### src/rtl/sprite_drawer.sv
// sprite_drawer: answers the movement FSM's drawBG/drawChar handshake by
// painting a SPRITE_W x SPRITE_H block into the 320x240 VGA adapter.
//
// state | meaning
// ------+------------------------------------------------------------
// IDLE  | waiting for drawBG / drawChar
// ADDR  | ROM addresses for (row, col) presented, data arrives next cycle
// PLOT  | ROM data valid; pixel written unless clipped or transparent
// DONE  | one-cycle done pulse; chains into a pending char pass if set
module sprite_drawer #(
  parameter int SPRITE_W = 8,
  parameter int SPRITE_H = 8,
  parameter int COLOUR_W = 9,
  parameter logic [COLOUR_W-1:0] TRANSPARENT = 9'h1FF,
  localparam int AW = $clog2(SPRITE_W * SPRITE_H)
) (
  input  logic                clock,
  input  logic                reset,
  input  logic                drawBG,
  input  logic                drawChar,
  input  logic [8:0]          xCoordinate,
  input  logic [7:0]          yCoordinate,
  output logic                doneBG,
  output logic                doneChar,
  output logic                busy,
  output logic [AW-1:0]       charAddr,
  input  logic [COLOUR_W-1:0] charData,
  output logic [16:0]         bgAddr,
  input  logic [COLOUR_W-1:0] bgData,
  output logic [8:0]          vgaX,
  output logic [7:0]          vgaY,
  output logic [COLOUR_W-1:0] vgaColour,
  output logic                plot
);

  localparam int CW = $clog2(SPRITE_W);
  localparam int RW = $clog2(SPRITE_H);

  typedef enum logic [1:0] {S_IDLE, S_ADDR, S_PLOT, S_DONE} state_t;

  state_t        state_q, state_d;
  logic [8:0]    x0_q, x0_d;
  logic [7:0]    y0_q, y0_d;
  logic [RW-1:0] row_q, row_d;
  logic [CW-1:0] col_q, col_d;
  logic          mode_q, mode_d;      // 0 = background, 1 = character
  logic          pend_q, pend_d;      // char pass queued behind a BG pass

  logic          last_col;
  logic          last_row;
  logic [9:0]    x_sum;
  logic [8:0]    y_sum;

  assign last_col = (col_q == CW'(SPRITE_W - 1));
  assign last_row = (row_q == RW'(SPRITE_H - 1));

  // State and datapath registers with synchronous reset
  always_ff @(posedge clock) begin
    if (reset) begin
      state_q <= S_IDLE;
      x0_q    <= '0;
      y0_q    <= '0;
      row_q   <= '0;
      col_q   <= '0;
      mode_q  <= 1'b0;
      pend_q  <= 1'b0;
    end else begin
      state_q <= state_d;
      x0_q    <= x0_d;
      y0_q    <= y0_d;
      row_q   <= row_d;
      col_q   <= col_d;
      mode_q  <= mode_d;
      pend_q  <= pend_d;
    end
  end

  // Next-state and pixel-walk logic
  always_comb begin
    state_d = state_q;
    x0_d    = x0_q;
    y0_d    = y0_q;
    row_d   = row_q;
    col_d   = col_q;
    mode_d  = mode_q;
    pend_d  = pend_q;
    unique case (state_q)
      S_IDLE: begin
        // BG wins a tie so the old sprite is erased before the new one lands
        if (drawBG) begin
          x0_d    = xCoordinate;
          y0_d    = yCoordinate;
          mode_d  = 1'b0;
          pend_d  = drawChar;
          state_d = S_ADDR;
        end else if (drawChar) begin
          x0_d    = xCoordinate;
          y0_d    = yCoordinate;
          mode_d  = 1'b1;
          state_d = S_ADDR;
        end
      end
      S_ADDR: state_d = S_PLOT;
      S_PLOT: begin
        col_d = col_q + CW'(1);
        if (last_col) row_d = row_q + RW'(1);
        state_d = (last_col && last_row) ? S_DONE : S_ADDR;
      end
      S_DONE: begin
        row_d = '0;
        col_d = '0;
        if (pend_q) begin
          pend_d  = 1'b0;
          mode_d  = 1'b1;
          state_d = S_ADDR;
        end else begin
          state_d = S_IDLE;
        end
      end
      default: state_d = S_IDLE;
    endcase
  end

  // Outputs: addresses, plot coordinates, colour select and handshake pulses
  always_comb begin
    // Sums kept one bit wider so an overrun clips instead of wrapping
    x_sum     = {1'b0, x0_q} + 10'(col_q);
    y_sum     = {1'b0, y0_q} + 9'(row_q);
    // Power-of-two width makes row*SPRITE_W+col a plain concatenation
    charAddr  = {row_q, col_q};
    bgAddr    = 17'(y_sum) * 17'd320 + 17'(x_sum);
    vgaX      = x_sum[8:0];
    vgaY      = y_sum[7:0];
    vgaColour = mode_q ? charData : bgData;
    plot      = (state_q == S_PLOT) && (x_sum < 10'd320) && (y_sum < 9'd240) &&
                !(mode_q && (charData == TRANSPARENT));
    busy      = (state_q != S_IDLE);
    doneBG    = (state_q == S_DONE) && !mode_q;
    doneChar  = (state_q == S_DONE) && mode_q;
  end

endmodule

### config.mk
export PLATFORM = sky130hd
export DESIGN_NAME = sprite_drawer
export DESIGN_NICKNAME = d
export VERILOG_FILES = /design/src/rtl/sprite_drawer.sv
export SDC_FILE = /design/constraint.sdc
export NUM_CORES = 1
export LEC_CHECK = 0
export CAP_MARGIN = 20
export CORE_MARGIN = 4
export CORE_UTILIZATION = 48
export CTS_CLUSTER_SIZE = 24
export DETAILED_ROUTE_END_ITERATION = 7
export PLACE_DENSITY_LB_ADDON = 0.05
export SYNTH_ARGS = -nofsm -noshare
export SYNTH_HDL_FRONTEND = slang
export SYNTH_SLANG_ARGS = --single-unit
export TNS_END_PERCENT = 10
### constraint.sdc
create_clock -name clock -period 7.83 [get_ports clock]
set_input_delay 1.566 -clock clock [delete_from_list [all_inputs] [get_ports clock]]
set_output_delay 1.566 -clock clock [all_outputs]
set_load 0.005 [all_outputs]
==> out/qor.yml, run 1 <==
place_congestion: 0.8140
crit_required_ns: 6.26
crit_start: "row_q[1]"
final.min_clock_period_ns: 5.714
p_sw_frac: 0.3015
first_global_vias: 2349
port_buffers: 91
fin_hold_ws_ns: 0.4746
finalHoldViolCount: 0
ctsHoldBuffers: 0
run_status: "finished clean"
netlist_top_cells_count: "nand2_1 (46), a21oi_1 (30), dfxtp_1 (27), ha_1 (25), nor2_1 (20)"
worstSkewPairLatency_ns: 0.26
rsz0062_at_grt: "false"
cp-end-kind: "primary output"
grt.busiest_layer: "met2"
ys_seq_elements: 27
crit_type: "flip-flop to primary output"
arrival_ns: 4.15
synth_most_common_cell: "nand2_1"
met2_usage: 0.3485
initial_core_util: 0.4959
postRouteAntennaNets: 0
hold_path.class: "flip-flop to flip-flop"
area.growth.synth_to_final_pct: 40.92
synth_area_sq_um: 2342
netlist.area_leader.share: 0.2308
post_cts_resized: 0
skew_ns: 0.002264
final-seq-area_sq_um: 540.5
fin_tns_setup_ns: 0
hpwl_mm: 4.707
syn_inst: 291
clkPwrFrac: 0.194
synth_edf_count: 0
p_leak_nw: 1.442
grt_max_degree: 28
cts_buffer_depth: 2
vias_per_cell: 5.178
finalWorstSetupSlack_ns: 2.116
dieArea_sq_um: 6061
worstMarginPinSlew_ns: 0.9616
fmax_mhz: 175.0
fin_nets: 439
regToRegStartpoint: "state_q[0]"
setup_viol_count_final: 0
synth-async-reset-ratio: 0
cts_setup_buffers: 0
p_switching_mw: 0.1194
yosysWarnings: 0
yosysTopAreaCell: "dfxtp_1"
fp.dieH_um: 77.86
root_buffer: "clkbuf_8"
synth_nets: 359
syn_area_per_cell_sq_um: 8.049
vias: 2263
ios: 92
p_int_mw: 0.2767
fillers: 405
power_density_nw_per_um2: 120.0
post_drt_wl_per_cell_um: 13.14
synth_area_leaders: "dfxtp_1 (23%), ha_1 (13%), nand2_1 (7.4%), xnor2_1 (6.7%), a21oi_1 (6.4%)"
min_from: "x0_q[0]"
grt_pass1_wl_mm: 10.09
timing.final.crit_share: 0.7297
synth_ff_type: "dfxtp_1"
cts.htree.levels: 1
antenna_found_initial: 0
cts_made_buffers: 3
synth-seq-area-share: 0.2308
peakVddDrop_uv: 86.16
drcViolationCount: 0
row_count: 25
drtIter0Drc: 75
drt_wl_total_mm: 5.740
grtUsageTotal: 0.1965
start_kind: "flip-flop"
use_met1: 0.2417
relSlewSlack: 0.3570
cts_tree: "built"
combPwrFrac: 0.402
cts.clk_slew.worst_paths_ns: 0.09
overflow: 0
use_met3: 0.06381
ys_types: 45
die_x_um: 77.86
diodes: 0
seqPwrFrac: 0.405
first_pass_iters: 4
design.core.area_sq_um: 4723
clock_sinks: 27
slew_violations: 0
maxCapViolCount: 0
multi_input_area_sq_um: 1664
layout-drive-gt1-share: 0.07568
dp_slack_ns: 2.392
cp_max_fo: 6
final timing paths:
kind                end  slack, ns  depth (start not counted)
max          bgAddr[16]       2.12                         14
min             x0_q[0]       0.47                          2
max reg2reg     x0_q[8]       6.10                          5
min reg2reg     x0_q[0]       0.47                          2
metal layers:
| layer | share of wire | vias to the layer above |
|---|---|---|
| li1 | - | 1150 |
| met4 | 0.00070 | 0 |
| met2 | 0.47 | 72 |
| met1 | 0.45 | 1039 |
| met3 | 0.081 | 2 |
| met5 | 0 | - |
flip-flops by register name (all words and copies together), names as in the netlist:
register / count
row_q: 3
x0_q: 9
pend_q: 1
state_q: 2
mode_q: 1
col_q: 3
y0_q: 8
metrics by stage:
stage	instance area [sq um]	util	std cells	power [mW]
2_1_floorplan	2342	-	291	0.2409
3_3_place_gp	3256	0.6893	433	0.3213
3_5_place_dp	3256	0.6893	433	0.3240
4_1_cts	3301	0.6988	437	0.4020
5_1_grt	3301	0.6988	437	0.4231
6_report	3301	0.6988	437	0.3961
critical path, stage by stage, from the launching register on:
cell and delay [ns]:
dfxtp_1 0.47, ha_1 0.28, a21o_1 0.19, a21oi_2 0.21
xnor2_1 0.23, ha_1 0.29, ha_1 0.23, fa_1 0.43
a211oi_1 0.28, o21bai_1 0.11, a21oi_1 0.18, xnor2_1 0.24
nand3b_4 0.12, xnor2_2 0.12, clkdlybuf4s50_1 0.51
power groups by stage:
stage / Combinational [mW] / Sequential, mW / Clock, mW
global route: 0.177 / 0.162 / 0.0838
detailed placement: 0.161 / 0.163 / 0
floorplan: 0.0850 / 0.156 / 0
finish: 0.159 / 0.160 / 0.0768
CTS: 0.162 / 0.160 / 0.0798
global placement: 0.158 / 0.163 / 0
cell type report:
cell class                      instances  share of cell area
Timing Repair Buffer                   92              0.2782
Tap cell                               67             0.02540
Clock buffer                            4             0.01365
Sequential cell                        27              0.1638
Inverter                               13             0.01478
Multi-Input combinational cell        234              0.5042
placed cells by master (no fill, tap or decap), drive strengths merged, types with 2 or more instances in the layout:
cell,netlist,layout
a21o,6,6
a21oi,34,34
a22oi,2,2
a31oi,3,3
and2,3,3
and3,3,3
and4,2,2
clkbuf,6,4
clkdlybuf4s50,0,91
dfxtp,27,27
fa,4,4
ha,25,25
inv,13,13
mux2,9,9
nand2,46,46
nand2b,4,4
nand3,8,8
nand3b,3,3
nand4,5,5
nor2,23,23
nor2b,2,2
o21ai,9,9
xnor2,20,20
xor2,13,13
cells by family after synthesis:
family,synth area share
adder cells (fa/ha/maj),0.1677
flip-flops,0.2308
AO/OA/AOI/OAI,0.1528
multiplexers,0.04327
AND/OR/NAND/NOR,0.2169
XOR/XNOR,0.1298
buffers and inverters,0.05876
Note: power is estimated with default switching activity, not from simulation.
==> run 2: changes to the inputs <==
--- a/config.mk
+++ b/config.mk
@@ -7,7 +7,7 @@
 export LEC_CHECK = 0
 export CAP_MARGIN = 20
 export CORE_MARGIN = 4
-export CORE_UTILIZATION = 48
+export CORE_UTILIZATION = 40
 export CTS_CLUSTER_SIZE = 24
 export DETAILED_ROUTE_END_ITERATION = 7
 export PLACE_DENSITY_LB_ADDON = 0.05
==> constraint.sdc (replaced) <==
create_clock -name clock -period 4.65 [get_ports clock]
set_input_delay 0.93 -clock clock [delete_from_list [all_inputs] [get_ports clock]]
set_output_delay 0.93 -clock clock [all_outputs]
set_load 0.005 [all_outputs]
==> out/qor.yml, run 2 (synthesis results as in run 1) <==
run_status: "finished clean"
slowest_delay_ns: 0.51
area.growth.synth_to_final_pct: 54.86
root_buffer: "clkbuf_8"
worstSkewPairLatency_ns: 0.27
cp-end-kind: "primary output"
final_area_sq_um: 3627
crit_required_ns: 3.72
grtUsageTotal: 0.1661
hold_path.class: "flip-flop to flip-flop"
drt_wl_total_mm: 6.026
min_from: "y0_q[2]"
vias: 2321
clock_sinks: 27
diodes: 0
initial_core_util: 0.4177
cts_made_buffers: 3
peakVddDrop_uv: 119.8
final_util: 0.6468
cts.htree.levels: 1
design.core.area_sq_um: 5608
grt_pass1_wl_mm: 10.08
slew_violations: 0
cp_common_cell: "buf_4"
timing.final.crit_share: 0.9855
fmax_mhz: 218.2
fp.dieH_um: 84.52
final.min_clock_period_ns: 4.583
die_x_um: 84.52
cts_buffer_depth: 2
final-seq-area_sq_um: 544.3
rsz0062_at_grt: "true"
cp_slowest_cell: "clkdlybuf4s50_1"
cp_num_buf_inv: 4
setup_viol_count_final: 0
largest_register: "x0_q"
maxCapViolCount: 0
finalHoldViolCount: 0
overflow: 0
row_count: 27
place_congestion: 0.7793
first_pass_iters: 4
crit_chain: "ha_1 -> fa_2 -> a21oi_4 -> nand2b_4 -> xnor2_2 -> xor2_2 -> buf_4 -> fa_2 -> xor2_1 -> buf_4 -> nand4_1 -> buf_4 -> xnor2_1 -> clkdlybuf4s50_1"
crit_start: "row_q[0]"
cpLargestDelayFamily: "adder cells"
cts_tree: "built"
start_kind: "flip-flop"
hpwl_mm: 4.734
crit_type: "flip-flop to primary output"
cts.clk_slew.worst_paths_ns: 0.09
regToRegStartpoint: "state_q[0]"
cp_max_fo: 3
antenna_found_initial: 0
mostFrequentLayoutCells: "clkdlybuf4s50_1 (88), nand2_1 (46), a21oi_1 (27), dfxtp_1 (24), buf_4 (23)"
largest_register_ffs: 9
dieArea_sq_um: 7144
grt_max_degree: 28
place_area_sq_um: 3344
relSlewSlack: 0.3016
port_buffers: 91
layout-drive-gt1-share: 0.1959
fin_nets: 462
first_global_vias: 2298
ctsHoldBuffers: 0
post_drt_wl_per_cell_um: 12.96
skew_ns: 0.002223
postRouteAntennaNets: 0
worstMarginPinSlew_ns: 1.044
reg.largest.list: "x0_q: 9 flops, y0_q: 8 flops"
fin_tns_setup_ns: 0
fin_total_pwr_mw: 0.7057
ios: 92
vias_per_cell: 4.991
arrival_ns: 3.65
final_common_cell: "clkdlybuf4s50_1"
drcViolationCount: 0
fillers: 494
multi_input_area_sq_um: 1795
drtIter0Drc: 35
p_leak_nw: 1.636
power_density_nw_per_um2: 194.6
[run 2: changes by cell type in the layout (fill, tap and decap cells not counted), sizes merged]
cell	previous run	this run
clkdlybuf4s50	91	88
dlymetal6s2s	0	1
dlygate4sd2	0	2
buf	1	24
[run 2: path summary, 6_finish.rpt]
| path | endpoint | slack (ns) | cells past startpoint |
|---|---|---|---|
| worst max-delay path | bgAddr[13] | 0.07 | 14 |
| worst min-delay path | y0_q[2] | 0.47 | 2 |
| worst max register to register | y0_q[2] | 2.87 | 5 |
| worst min register to register | y0_q[2] | 0.47 | 2 |
[run 2: area by class of cell]
type                       count  share of cell area
multi-input combinational    234              0.4950
timing repair buffer         115              0.3042
sequential                    27              0.1501
tap                           72             0.02484
inverter                      13             0.01345
clock buffer                   4             0.01242
[run 2: worst register-to-register path, stage by stage (launching register included)]
cell	delay [ns]
dfxtp_1	0.46
nor2_1	0.26
inv_1	0.11
nor2_2	0.58
nand2_1	0.15
a21oi_1	0.14
[run 2: repair_timing]
action | 4_1_cts | 5_1_grt
resized for setup | 25 | 10
buffers inserted | 10 | 2
hold endpoints to repair | 0 | 0
endpoints found under the setup margin | 5 | 7
pin swaps | 9 | 6
[run 2: report_power, final]
part           internal, mW  switching [mW]  total [mW]  leakage [nW]
clock                0.0614          0.0710       0.132        0.0228
sequential            0.246          0.0232       0.270         0.223
combinational         0.185           0.119       0.304          1.39
total                 0.493           0.213       0.706          1.64
[run 2: stage by stage]
step / hold slack, ns / setup slack, ns / instances
final: 0.4673 / 0.06726 / 465
after global routing: 0.4952 / -0.1087 / 465
after CTS: 0.4706 / -0.008037 / 463
after detailed placement: 0.4575 / -0.02920 / 449
after global placement: 0.4510 / 0.07390 / 449
after floorplan: 0.4400 / 0.5707 / 291
[run 2: metal layers]
layer | wire length (um) | up-vias | global-route usage
met4 | 27 | 0 | 0.02590
met2 | 3310 | 50 | 0.3238
met1 | 2420 | 1080 | 0.1932
li1 | - | 1188 | -
met3 | 267 | 3 | 0.02257
met5 | 0 | - | 0
==> run 3: changes to the inputs <==
--- a/config.mk
+++ b/config.mk
@@ -6,7 +6,6 @@
 export NUM_CORES = 1
 export LEC_CHECK = 0
 export CAP_MARGIN = 20
-export CORE_MARGIN = 4
 export CORE_UTILIZATION = 40
 export CTS_CLUSTER_SIZE = 24
 export DETAILED_ROUTE_END_ITERATION = 7
==> out/qor.yml, run 3 (synthesis results as in run 1) <==
run_status: "finished clean"
p_leak_nw: 1.669
vias: 2349
r2r-end: "y0_q[3]"
slowest_delay_ns: 0.41
overflow: 0
first_global_vias: 2225
cts_tree: "built"
grt_max_degree: 28
initial_core_util: 0.4202
final.min_clock_period_ns: 4.507
design.core.area_sq_um: 5574
p_switching_mw: 0.2120
die_x_um: 78.52
regToRegSetupSlack_ns: 2.92
clock_sinks: 27
port_buffers: 91
finalHoldViolCount: 0
area.growth.synth_to_final_pct: 54.65
ios: 92
arrival_ns: 3.58
fmax_mhz: 221.9
hold_path.class: "flip-flop to flip-flop"
rsz0062_at_grt: "true"
start_kind: "flip-flop"
drtIter0Drc: 71
final_area_sq_um: 3622
cts_made_buffers: 3
relSlewSlack: 0.3324
slew_violations: 0
fillers: 500
final_common_cell: "clkdlybuf4s50_1"
reg.largest.list: "x0_q: 9 flops, y0_q: 8 flops"
skew_ns: 0.0008487
drt_wl_total_mm: 5.950
largest_register: "x0_q"
dieArea_sq_um: 6165
layout-drive-gt1-share: 0.1930
peakVddDrop_uv: 129.6
first_pass_iters: 5
setup_viol_count_final: 0
worstMarginPinSlew_ns: 0.9982
root_buffer: "clkbuf_8"
maxCapViolCount: 0
holdPathEnd: "x0_q[0]"
row_count: 27
crit_chain: "ha_1 -> a21oi_4 -> xnor2_1 -> ha_1 -> ha_1 -> fa_2 -> a21o_1 -> a21oi_2 -> xnor2_2 -> nand3_2 -> nand3b_4 -> xnor2_2 -> dlygate4sd2_1"
combPwrFrac: 0.420
cts.htree.levels: 1
grtUsageTotal: 0.2031
cp_max_fo: 4
place_congestion: 0.7780
timing.final.crit_share: 0.9693
cp-end-kind: "primary output"
postRouteAntennaNets: 0
p_sw_frac: 0.3050
cp_common_cell: "ha_1"
hold_depth: 2
largest_register_ffs: 9
vias_per_cell: 4.987
cts.clk_slew.worst_paths_ns: 0.09
fin_hold_ws_ns: 0.4613
fin_nets: 468
regToRegStartpoint: "state_q[0]"
mostFrequentLayoutCells: "clkdlybuf4s50_1 (86), nand2_1 (46), buf_4 (30), a21oi_1 (26), dfxtp_1 (24)"
fin_total_pwr_mw: 0.6953
final-seq-area_sq_um: 544.3
diodes: 0
antenna_found_initial: 0
grt_pass1_wl_mm: 10.21
crit_start: "row_q[2]"
drcViolationCount: 0
clkPwrFrac: 0.191
crit_required_ns: 3.72
power_density_nw_per_um2: 191.9
post_drt_wl_per_cell_um: 12.63
multi_input_area_sq_um: 1757
p_int_mw: 0.4832
ff2ff_path_depth: 5
place_area_sq_um: 3374
min_from: "x0_q[0]"
crit_type: "flip-flop to primary output"
fp.dieH_um: 78.52
cts_buffer_depth: 2
hpwl_mm: 4.517
seqPwrFrac: 0.389
cp_slowest_cell: "ha_1"
worstSkewPairLatency_ns: 0.27
fin_tns_setup_ns: 0
[run 3: how the worst max path moves through the flow]
stage | cells after the start | slack (ns) | to
after detailed placement | 14 | 0.06 | bgAddr[15]
after global routing | 17 | -0.1 | bgAddr[16]
final | 13 | 0.14 | bgAddr[16]
after global placement | 14 | 0.08 | bgAddr[15]
after CTS | 16 | -0.10 | bgAddr[15]
after floorplan | 13 | 0.57 | bgAddr[16]
[run 3: per-stage QoR]
stage / cells / setup WS [ns] / utilization
after floorplan: 291 / 0.5707 / -
after global placement: 453 / 0.07899 / 0.6054
after detailed placement: 453 / 0.06212 / 0.6054
after CTS: 464 / -0.1021 / 0.6328
after global routing: 471 / -0.09651 / 0.6498
final: 471 / 0.1430 / 0.6498
[run 3: metal layers]
layer	track usage	vias to the layer above	wire length (um)	part of all wire
li1	-	1207	-	-
met3	0.04535	2	321	0.054
met1	0.2719	1071	2892	0.49
met5	0	-	0	0
met4	0.005556	0	4	0.00067
met2	0.3478	69	2732	0.46
[run 3: area by class of cell]
type | count | area share
multi-input combinational | 234 | 0.4850
clock buffer | 4 | 0.01244
inverter | 13 | 0.01347
sequential | 27 | 0.1503
tap | 72 | 0.02487
timing repair buffer | 121 | 0.3140
[run 3: what timing repair did]
item	4_1_cts	5_1_grt
endpoints found under the setup margin	5	7
pin swaps	7	14
gates resized for setup	17	12
buffers inserted	7	7
hold buffers	0	0
hold endpoints to repair	0	0
[run 3: power groups by stage]
stage          Combinational (mW)  Sequential [mW]  Clock [mW]
6_report                    0.292            0.271       0.133
4_1_cts                     0.286            0.270       0.133
2_1_floorplan               0.143            0.263           0
3_5_place_dp                0.278            0.275           0
5_1_grt                     0.323            0.274       0.147
3_3_place_gp                0.277            0.274           0
[run 3: critical path, delay by kind of cell (launching register included)]
family / cells / cell delay (ns)
AOI/OAI and AO/OA: 3 / 0.62
and+or+nand+nor: 2 / 0.29
adders and majority gates: 4 / 1.30
xor gates and xnor gates: 3 / 0.46
buffers and inverters: 1 / 0.26
DFF: 1 / 0.36
